<file path="src/rtl/alu_issue_unit_pkg.sv">
// Shared definitions for the ALU issue unit: opcodes, flag bit positions,
// FSM state encoding and a helper that packs the Alu flags into one vector.
package alu_issue_unit_pkg;

    localparam int DATA_W = 32;
    localparam int FLAG_W = 3;

    // Opcodes driven onto Alu.ALUCtl
    localparam logic [1:0] ALU_AND = 2'b00;
    localparam logic [1:0] ALU_OR  = 2'b01;
    localparam logic [1:0] ALU_ADD = 2'b10;
    localparam logic [1:0] ALU_SUB = 2'b11;

    // Bit positions inside a {cout, overflow, zero} flag vector
    localparam int FLAG_ZERO = 0;
    localparam int FLAG_OVF  = 1;
    localparam int FLAG_COUT = 2;

    typedef logic [FLAG_W-1:0] flags_t;

    typedef enum logic [1:0] {
        ST_IDLE = 2'b00,
        ST_EXEC = 2'b01,
        ST_RESP = 2'b10
    } state_e;

    function automatic flags_t pack_flags(input logic cout, input logic ovf, input logic zero);
        flags_t f;
        f            = '0;
        f[FLAG_COUT] = cout;
        f[FLAG_OVF]  = ovf;
        f[FLAG_ZERO] = zero;
        return f;
    endfunction

endpackage

</file>
<file path="src/rtl/alu_issue_unit_if.sv">
// Command and response handshake bundle between a host and the issue unit.
// The master drives commands and accepts responses; the issue unit is the slave.
interface alu_issue_unit_if
    import alu_issue_unit_pkg::*;
#(
    parameter int AW = 3
);

    logic                cmd_valid;
    logic                cmd_ready;
    logic [1:0]          cmd_op;
    logic [AW-1:0]       cmd_rd;
    logic [AW-1:0]       cmd_rs1;
    logic [AW-1:0]       cmd_rs2;

    logic                rsp_valid;
    logic                rsp_ready;
    logic [DATA_W-1:0]   rsp_r;
    flags_t              rsp_flags;

    modport master (
        output cmd_valid, cmd_op, cmd_rd, cmd_rs1, cmd_rs2, rsp_ready,
        input  cmd_ready, rsp_valid, rsp_r, rsp_flags
    );

    modport slave (
        input  cmd_valid, cmd_op, cmd_rd, cmd_rs1, cmd_rs2, rsp_ready,
        output cmd_ready, rsp_valid, rsp_r, rsp_flags
    );

endinterface

</file>
<file path="src/rtl/alu_issue_unit_regfile.sv">
// NREGS x 32 register file with one write port and three combinational
// read ports (two operand reads and one debug read). Register 0 is hardwired
// to zero: writes to it are discarded and reads always return zero.
module alu_issue_unit_regfile
    import alu_issue_unit_pkg::*;
#(
    parameter  int NREGS = 8,
    localparam int AW    = $clog2(NREGS)
) (
    input  logic              clk,
    input  logic              rst_n,
    input  logic              wr_en,
    input  logic [AW-1:0]     wr_addr,
    input  logic [DATA_W-1:0] wr_data,
    input  logic [AW-1:0]     rs1_addr,
    output logic [DATA_W-1:0] rs1_data,
    input  logic [AW-1:0]     rs2_addr,
    output logic [DATA_W-1:0] rs2_data,
    input  logic [AW-1:0]     dbg_addr,
    output logic [DATA_W-1:0] dbg_data
);

    logic [DATA_W-1:0] mem_q [NREGS];
    logic [DATA_W-1:0] mem_d [NREGS];

    // Next register contents: apply the single write unless it targets register 0
    always_comb begin
        for (int i = 0; i < NREGS; i++) begin
            mem_d[i] = mem_q[i];
        end
        if (wr_en && (wr_addr != '0)) begin
            mem_d[wr_addr] = wr_data;
        end
    end

    // Register storage, cleared by reset
    always_ff @(posedge clk or negedge rst_n) begin
        if (!rst_n) begin
            for (int i = 0; i < NREGS; i++) begin
                mem_q[i] <= '0;
            end
        end else begin
            for (int i = 0; i < NREGS; i++) begin
                mem_q[i] <= mem_d[i];
            end
        end
    end

    assign rs1_data = (rs1_addr == '0) ? '0 : mem_q[rs1_addr];
    assign rs2_data = (rs2_addr == '0) ? '0 : mem_q[rs2_addr];
    assign dbg_data = (dbg_addr == '0) ? '0 : mem_q[dbg_addr];

endmodule

</file>
<file path="src/rtl/alu_issue_unit.sv">
// Operand/issue stage for an external combinational Alu. Accepts register
// addressed commands, presents registered operands and opcode to the Alu for
// one cycle, writes the result back, and returns result plus flags over a
// response handshake. The last completed command's flags stay in status.
module alu_issue_unit
    import alu_issue_unit_pkg::*;
#(
    parameter  int NREGS = 8,
    localparam int AW    = $clog2(NREGS)
) (
    input  logic               clk,
    input  logic               rst_n,
    alu_issue_unit_if.slave    bus,
    input  logic               host_we,
    input  logic [AW-1:0]      host_addr,
    input  logic [DATA_W-1:0]  host_wdata,
    output logic [1:0]         alu_ctl,
    output logic [DATA_W-1:0]  alu_a,
    output logic [DATA_W-1:0]  alu_b,
    input  logic [DATA_W-1:0]  alu_r,
    input  logic               alu_zero,
    input  logic               alu_overflow,
    input  logic               alu_cout,
    output flags_t             status,
    input  logic [AW-1:0]      dbg_addr,
    output logic [DATA_W-1:0]  dbg_data
);

    state_e             state_q,     state_d;
    logic [1:0]         alu_ctl_q,   alu_ctl_d;
    logic [DATA_W-1:0]  alu_a_q,     alu_a_d;
    logic [DATA_W-1:0]  alu_b_q,     alu_b_d;
    logic [AW-1:0]      rd_q,        rd_d;
    logic               rsp_valid_q, rsp_valid_d;
    logic [DATA_W-1:0]  rsp_r_q,     rsp_r_d;
    flags_t             rsp_flags_q, rsp_flags_d;
    flags_t             status_q,    status_d;

    logic               rf_we;
    logic [AW-1:0]      rf_waddr;
    logic [DATA_W-1:0]  rf_wdata;
    logic [DATA_W-1:0]  rs1_data;
    logic [DATA_W-1:0]  rs2_data;
    flags_t             alu_flags;

    assign alu_flags = pack_flags(alu_cout, alu_overflow, alu_zero);

    // Single write port: Alu writeback owns it in EXEC, host preload only in IDLE
    always_comb begin
        rf_we    = 1'b0;
        rf_waddr = host_addr;
        rf_wdata = host_wdata;
        if (state_q == ST_EXEC) begin
            rf_we    = 1'b1;
            rf_waddr = rd_q;
            rf_wdata = alu_r;
        end else if ((state_q == ST_IDLE) && host_we) begin
            rf_we    = 1'b1;
        end
    end

    alu_issue_unit_regfile #(
        .NREGS (NREGS)
    ) u_regfile (
        .clk      (clk),
        .rst_n    (rst_n),
        .wr_en    (rf_we),
        .wr_addr  (rf_waddr),
        .wr_data  (rf_wdata),
        .rs1_addr (bus.cmd_rs1),
        .rs1_data (rs1_data),
        .rs2_addr (bus.cmd_rs2),
        .rs2_data (rs2_data),
        .dbg_addr (dbg_addr),
        .dbg_data (dbg_data)
    );

    // Issue FSM next state: latch operands in IDLE, capture the Alu result in EXEC, wait for consumer in RESP
    always_comb begin
        state_d     = state_q;
        alu_ctl_d   = alu_ctl_q;
        alu_a_d     = alu_a_q;
        alu_b_d     = alu_b_q;
        rd_d        = rd_q;
        rsp_valid_d = rsp_valid_q;
        rsp_r_d     = rsp_r_q;
        rsp_flags_d = rsp_flags_q;
        status_d    = status_q;
        unique case (state_q)
            ST_IDLE: begin
                if (bus.cmd_valid) begin
                    alu_ctl_d = bus.cmd_op;
                    alu_a_d   = rs1_data;
                    alu_b_d   = rs2_data;
                    rd_d      = bus.cmd_rd;
                    state_d   = ST_EXEC;
                end
            end
            ST_EXEC: begin
                rsp_r_d     = alu_r;
                rsp_flags_d = alu_flags;
                status_d    = alu_flags;
                rsp_valid_d = 1'b1;
                state_d     = ST_RESP;
            end
            ST_RESP: begin
                if (bus.rsp_ready) begin
                    rsp_valid_d = 1'b0;
                    state_d     = ST_IDLE;
                end
            end
            default: begin
                rsp_valid_d = 1'b0;
                state_d     = ST_IDLE;
            end
        endcase
    end

    // Issue FSM state and registered outputs; reset aborts any command in flight
    always_ff @(posedge clk or negedge rst_n) begin
        if (!rst_n) begin
            state_q     <= ST_IDLE;
            alu_ctl_q   <= '0;
            alu_a_q     <= '0;
            alu_b_q     <= '0;
            rd_q        <= '0;
            rsp_valid_q <= 1'b0;
            rsp_r_q     <= '0;
            rsp_flags_q <= '0;
            status_q    <= '0;
        end else begin
            state_q     <= state_d;
            alu_ctl_q   <= alu_ctl_d;
            alu_a_q     <= alu_a_d;
            alu_b_q     <= alu_b_d;
            rd_q        <= rd_d;
            rsp_valid_q <= rsp_valid_d;
            rsp_r_q     <= rsp_r_d;
            rsp_flags_q <= rsp_flags_d;
            status_q    <= status_d;
        end
    end

    assign bus.cmd_ready = (state_q == ST_IDLE);
    assign bus.rsp_valid = rsp_valid_q;
    assign bus.rsp_r     = rsp_r_q;
    assign bus.rsp_flags = rsp_flags_q;
    assign alu_ctl       = alu_ctl_q;
    assign alu_a         = alu_a_q;
    assign alu_b         = alu_b_q;
    assign status        = status_q;

endmodule

</file>
<file path="src/flat_wrapper.sv">
// flat-port wrapper written by rule: the top's interface ports become plain ports
module alu_issue_unit_flat import alu_issue_unit_pkg::*;
#(
    parameter  int NREGS = 8,
    localparam int AW    = $clog2(NREGS)
)
  (clk, rst_n, host_we, host_addr, host_wdata, alu_ctl, alu_a, alu_b, alu_r, alu_zero, alu_overflow, alu_cout, status, dbg_addr, dbg_data, bus_cmd_valid, bus_cmd_op, bus_cmd_rd, bus_cmd_rs1, bus_cmd_rs2, bus_rsp_ready, bus_cmd_ready, bus_rsp_valid, bus_rsp_r, bus_rsp_flags);
  alu_issue_unit_if #(.AW((3))) bus_i ();
  input  logic clk;
  input  logic rst_n;
  input  logic host_we;
  input  logic [AW-1:0] host_addr;
  input  logic [DATA_W-1:0] host_wdata;
  output logic [1:0] alu_ctl;
  output logic [DATA_W-1:0] alu_a;
  output logic [DATA_W-1:0] alu_b;
  input  logic [DATA_W-1:0] alu_r;
  input  logic alu_zero;
  input  logic alu_overflow;
  input  logic alu_cout;
  output flags_t status;
  input  logic [AW-1:0] dbg_addr;
  output logic [DATA_W-1:0] dbg_data;
  input wire logic [$bits(bus_i.cmd_valid)-1:0] bus_cmd_valid;
  input wire logic [$bits(bus_i.cmd_op)-1:0] bus_cmd_op;
  input wire logic [$bits(bus_i.cmd_rd)-1:0] bus_cmd_rd;
  input wire logic [$bits(bus_i.cmd_rs1)-1:0] bus_cmd_rs1;
  input wire logic [$bits(bus_i.cmd_rs2)-1:0] bus_cmd_rs2;
  input wire logic [$bits(bus_i.rsp_ready)-1:0] bus_rsp_ready;
  output wire logic [$bits(bus_i.cmd_ready)-1:0] bus_cmd_ready;
  output wire logic [$bits(bus_i.rsp_valid)-1:0] bus_rsp_valid;
  output wire logic [$bits(bus_i.rsp_r)-1:0] bus_rsp_r;
  output wire logic [$bits(bus_i.rsp_flags)-1:0] bus_rsp_flags;
  assign bus_i.cmd_valid = bus_cmd_valid;
  assign bus_i.cmd_op = bus_cmd_op;
  assign bus_i.cmd_rd = bus_cmd_rd;
  assign bus_i.cmd_rs1 = bus_cmd_rs1;
  assign bus_i.cmd_rs2 = bus_cmd_rs2;
  assign bus_i.rsp_ready = bus_rsp_ready;
  assign bus_cmd_ready = bus_i.cmd_ready;
  assign bus_rsp_valid = bus_i.rsp_valid;
  assign bus_rsp_r = bus_i.rsp_r;
  assign bus_rsp_flags = bus_i.rsp_flags;
  alu_issue_unit #(.NREGS(NREGS)) u_core (.clk(clk), .rst_n(rst_n), .bus(bus_i), .host_we(host_we), .host_addr(host_addr), .host_wdata(host_wdata), .alu_ctl(alu_ctl), .alu_a(alu_a), .alu_b(alu_b), .alu_r(alu_r), .alu_zero(alu_zero), .alu_overflow(alu_overflow), .alu_cout(alu_cout), .status(status), .dbg_addr(dbg_addr), .dbg_data(dbg_data));
endmodule
</file>
<file path="config.mk">
export PLATFORM = sky130hd
export DESIGN_NAME = alu_issue_unit_flat
export DESIGN_NICKNAME = d
export VERILOG_FILES = /design/src/rtl/alu_issue_unit_pkg.sv /design/src/rtl/alu_issue_unit_if.sv /design/src/rtl/alu_issue_unit_regfile.sv /design/src/rtl/alu_issue_unit.sv /design/src/flat_wrapper.sv
export SDC_FILE = /design/constraint.sdc
export NUM_CORES = 1
export LEC_CHECK = 0
export ABC_AREA = 1
export CAP_MARGIN = 20
export CORE_AREA = 2 2 248 250
export DETAILED_ROUTE_END_ITERATION = 6
export DIE_AREA = 0 0 250 252
export PLACE_DENSITY = 0.6
export SETUP_SLACK_MARGIN = 0.4
export SYNTH_ARGS = -nofsm -noshare
export SYNTH_HDL_FRONTEND = slang
export SYNTH_SLANG_ARGS = --single-unit
export TNS_END_PERCENT = 20
</file>
<file path="constraint.sdc">
create_clock -name clk -period 2.8 [get_ports clk]
set_input_delay 0.28 -clock clk [delete_from_list [all_inputs] [get_ports clk]]
set_output_delay 0.28 -clock clk [all_outputs]
set_load 0.005 [all_outputs]
</file>
==> run summary <==
- **wirelength, routed** 84,360 µm
- **x dimension of the die** 250 µm
- **fraction of registers with async set/reset** 100.0%
- **vias** 21,700
- **final setup violation count** 0
- **DPL Wire Length** 54,060 µm
- **number of DRC violations after detailed-routing iteration 0** 2,554
- **worst-case headroom to the max-slew limit** 55.08%
- **Antenna Diode Count** 0
- **Hold/Removal Path Class** in2async
- **total DRC errors in the routed layout** 0
- **CTS tree** yes
- **Crit. End Element** output port
- **count leader, synth** nand2_1
- **Antenna Violating Nets Remaining** 0
- **via count of the first global-routing pass** 20,410
- **worst supply voltage drop on vdd** 503.5 µV
- **number of vias per cell** 5.211
- **clock skew** 0.02435 ns
- **syn_nets** 3,307
- **leakage** 13.53 nW
- **Port Buf Inserts** 226
- **Area growth syn-to-layout** 24.04%
- **area of the core** 60,130 µm²
- **leading area contributor after synthesis** dfrtp_1
- **fmax** 0.4148 GHz
- **synthesized area** 20,870 µm²
- **drt wl/cell** 20.26 µm
- **clock transition time at the flip-flop clock pins of the worst setup and hold paths** 0.06 ns
- **worst-margin pin slew** 0.6723 ns
- **share of layout cells above drive strength 1** 6.562%
- **setup repair after global routing missed its margin** yes
- **result of the run** complete, no violations
- **category of the worst setup path launch point** register
- **die footprint** 63,000 µm²
- **number of synthesized flops with an enable pin** 0
- **nets** 3,436
- **number of placement rows** 90
- **Num Clock Sinks** 363
- **most frequent cells after synthesis** nand2_1, nand3_1, dfrtp_1
- **worst-case clock buffer depth** 3
- **Yosys warning total** 0
- **Synth top area share** 43.52%
- **register bit count reported by yosys** 363
- **post-route core utilization** 43.05%
- **ranking of synthesized cells by area** dfrtp_1, nand2_1, nand3_1, nor2_1, inv_1
- **required time at the worst-slack endpoint** 2.52 ns
- **final-report hold violation count** 0
- **sequential share of the synthesized area** 43.52%
- **Final Max Slew Viols** 0
- **number of iterations in the first detailed-routing pass** 7
- **initial antenna violation count** 0
- **Clk Latency, worst-skew pair** 0.59 ns
- **number of H-tree levels** 2
- **All-Layer GR Usage** 26.73%
- **number of fillers in the final layout** 6,280
- **Starting Density** 34.71%
- **Arr. time, crit path** 2.13 ns
- **remaining global-route overflow** 0
- **die span in y** 252 µm
- **Period minus WS final** 2.411 ns
- **root buf cell** clkbuf_16
- **Crit Path Max Fanout** 4
- **Fin Setup TNS** 0 ns
- **type of the worst setup path** reg2out
- **count of cell types in the netlist** 18
- **max-cap viol count** 0
- **gp weighted congestion** 0.8637
- **largest net degree at the start of global routing** 112
- **global-route wire length before repair** 129,600 µm
- **I/O pin count** 227
- **Post-Syn Instances** 3,218
- **average size of a mapped cell** 6.486 µm²
- **number of buffers created by CTS** 44
- **power per cell area** 1003 nW/µm²
- **Synth Flop Type** dfrtp_1
- **Tcrit/Tclk final** 86.10%
==> registers in the layout (all words and copies together) (netlist names) <==
register / count
u_core.alu_a: 32
u_core.alu_b: 32
u_core.alu_ctl: 2
u_core.bus.rsp_flags: 3
u_core.bus.rsp_r: 32
u_core.bus.rsp_valid: 1
u_core.rd_q: 3
u_core.state_q: 2
u_core.u_regfile.mem_q: 256
==> metrics by stage <==
step / hold WS (ns) / worst slack (ns) / instances / total power, W / instance area [µm²]
after floorplan: -0.01559 / 1.195 / 3218 / 0.01450 / 20870
after global placement: 0.2734 / 0.4440 / 4074 / 0.01916 / 24110
after detailed placement: 0.2727 / 0.3693 / 4074 / 0.01924 / 24110
after CTS: 0.2146 / 0.3356 / 4157 / 0.02587 / 25780
after global routing: 0.2500 / 0.3307 / 4165 / 0.02778 / 25890
final: 0.2331 / 0.3891 / 4165 / 0.02598 / 25890
==> layout make-up <==
cell class | count | area, µm² | area share [%]
Tap cell | 782 | 978.4 | 3.779
Multi-Input combinational cell | 2440 | 10210 | 39.43
Clock buffer | 64 | 1348 | 5.205
Clock inverter | 18 | 305.3 | 1.179
Sequential cell | 363 | 9084 | 35.09
Timing Repair Buffer | 334 | 3351 | 12.94
Inverter | 164 | 615.6 | 2.378
==> cell usage in the layout, fill, tap and decap left out, types with 4 or more instances in the layout <==
cell type        instances
nor2_2                  12
nor2_1                 287
nor2_4                   8
dfrtp_1                363
bufinv_16                8
dlymetal6s2s_1           5
a21oi_1                 75
o21ai_0                 82
inv_1                  155
nand3b_1                28
clkbuf_8                15
o211ai_1                12
buf_4                   88
clkdlybuf4s50_1        215
nand2_1               1465
inv_2                    6
buf_12                  22
nand3_1                466
clkbuf_16               45
clkinv_2                 5
clkbuf_1                 4
==> critical path, stage by stage (launching register included) <==
cell and delay (ns):
dfrtp_1 0.43, o21ai_0 0.35, nand2_1 0.12, nor2_1 0.13, nor2_1 0.05, clkdlybuf4s50_1 0.47
==> repair_timing <==
action / 4_1_cts / 5_1_grt
hold endpoints to repair: 53 / 0
setup endpoints to repair: 9 / 25
hold buffers: 1 / 0
setup buffers: 0 / 8
gates resized for setup: 4 / 16
pin swaps: 0 / 5
==> path summary, 6_finish.rpt <==
check	startpoint	to	cells past startpoint	slack [ns]
setup / recovery	u_core.u_regfile.mem_q[129]	dbg_data[1]	5	0.39
hold / removal	rst_n	u_core.bus.rsp_r[8]	2	0.23
hold reg to reg	u_core.u_regfile.mem_q[255]	u_core.u_regfile.mem_q[255]	0	0.37
setup reg to reg	u_core.state_q[1]	u_core.u_regfile.mem_q[168]	8	0.57
max in group asynchronous	rst_n	u_core.u_regfile.mem_q[207]	4	1.66
min in group clk	alu_cout	u_core.bus.rsp_flags[2]	3	0.24
==> power breakdown <==
part / total (W) / switching [W] / internal [W]
clock network: 0.00657 / 0.00249 / 0.00408
logic: 0.0101 / 0.00616 / 0.00398
registers: 0.00926 / 0.00180 / 0.00746
total: 0.0260 / 0.0105 / 0.0155
==> layer usage <==
| layer | global-route usage, % | vias to the layer above | share of wire, % | wire (µm) |
|---|---|---|---|---|
| met5 | 0 | - | 0 | 0 |
| met4 | 9.855 | 0 | 3.7 | 3112 |
| met3 | 5.932 | 187 | 10 | 8406 |
| met2 | 39.59 | 1139 | 42 | 35630 |
| met1 | 38.11 | 10100 | 44 | 37220 |
| li1 | - | 10280 | - | - |
==> kinds of logic (layout without fill, tap and decap cells) <==
family	after synthesis	count (layout)	synth area share [%]
buffers and inverters	415	580	8.057
and+or+nand+nor	2269	2269	44.16
DFF	363	363	43.52
AOI/OAI and AO/OA	171	171	4.262
Power figures use the tool's default switching activity.
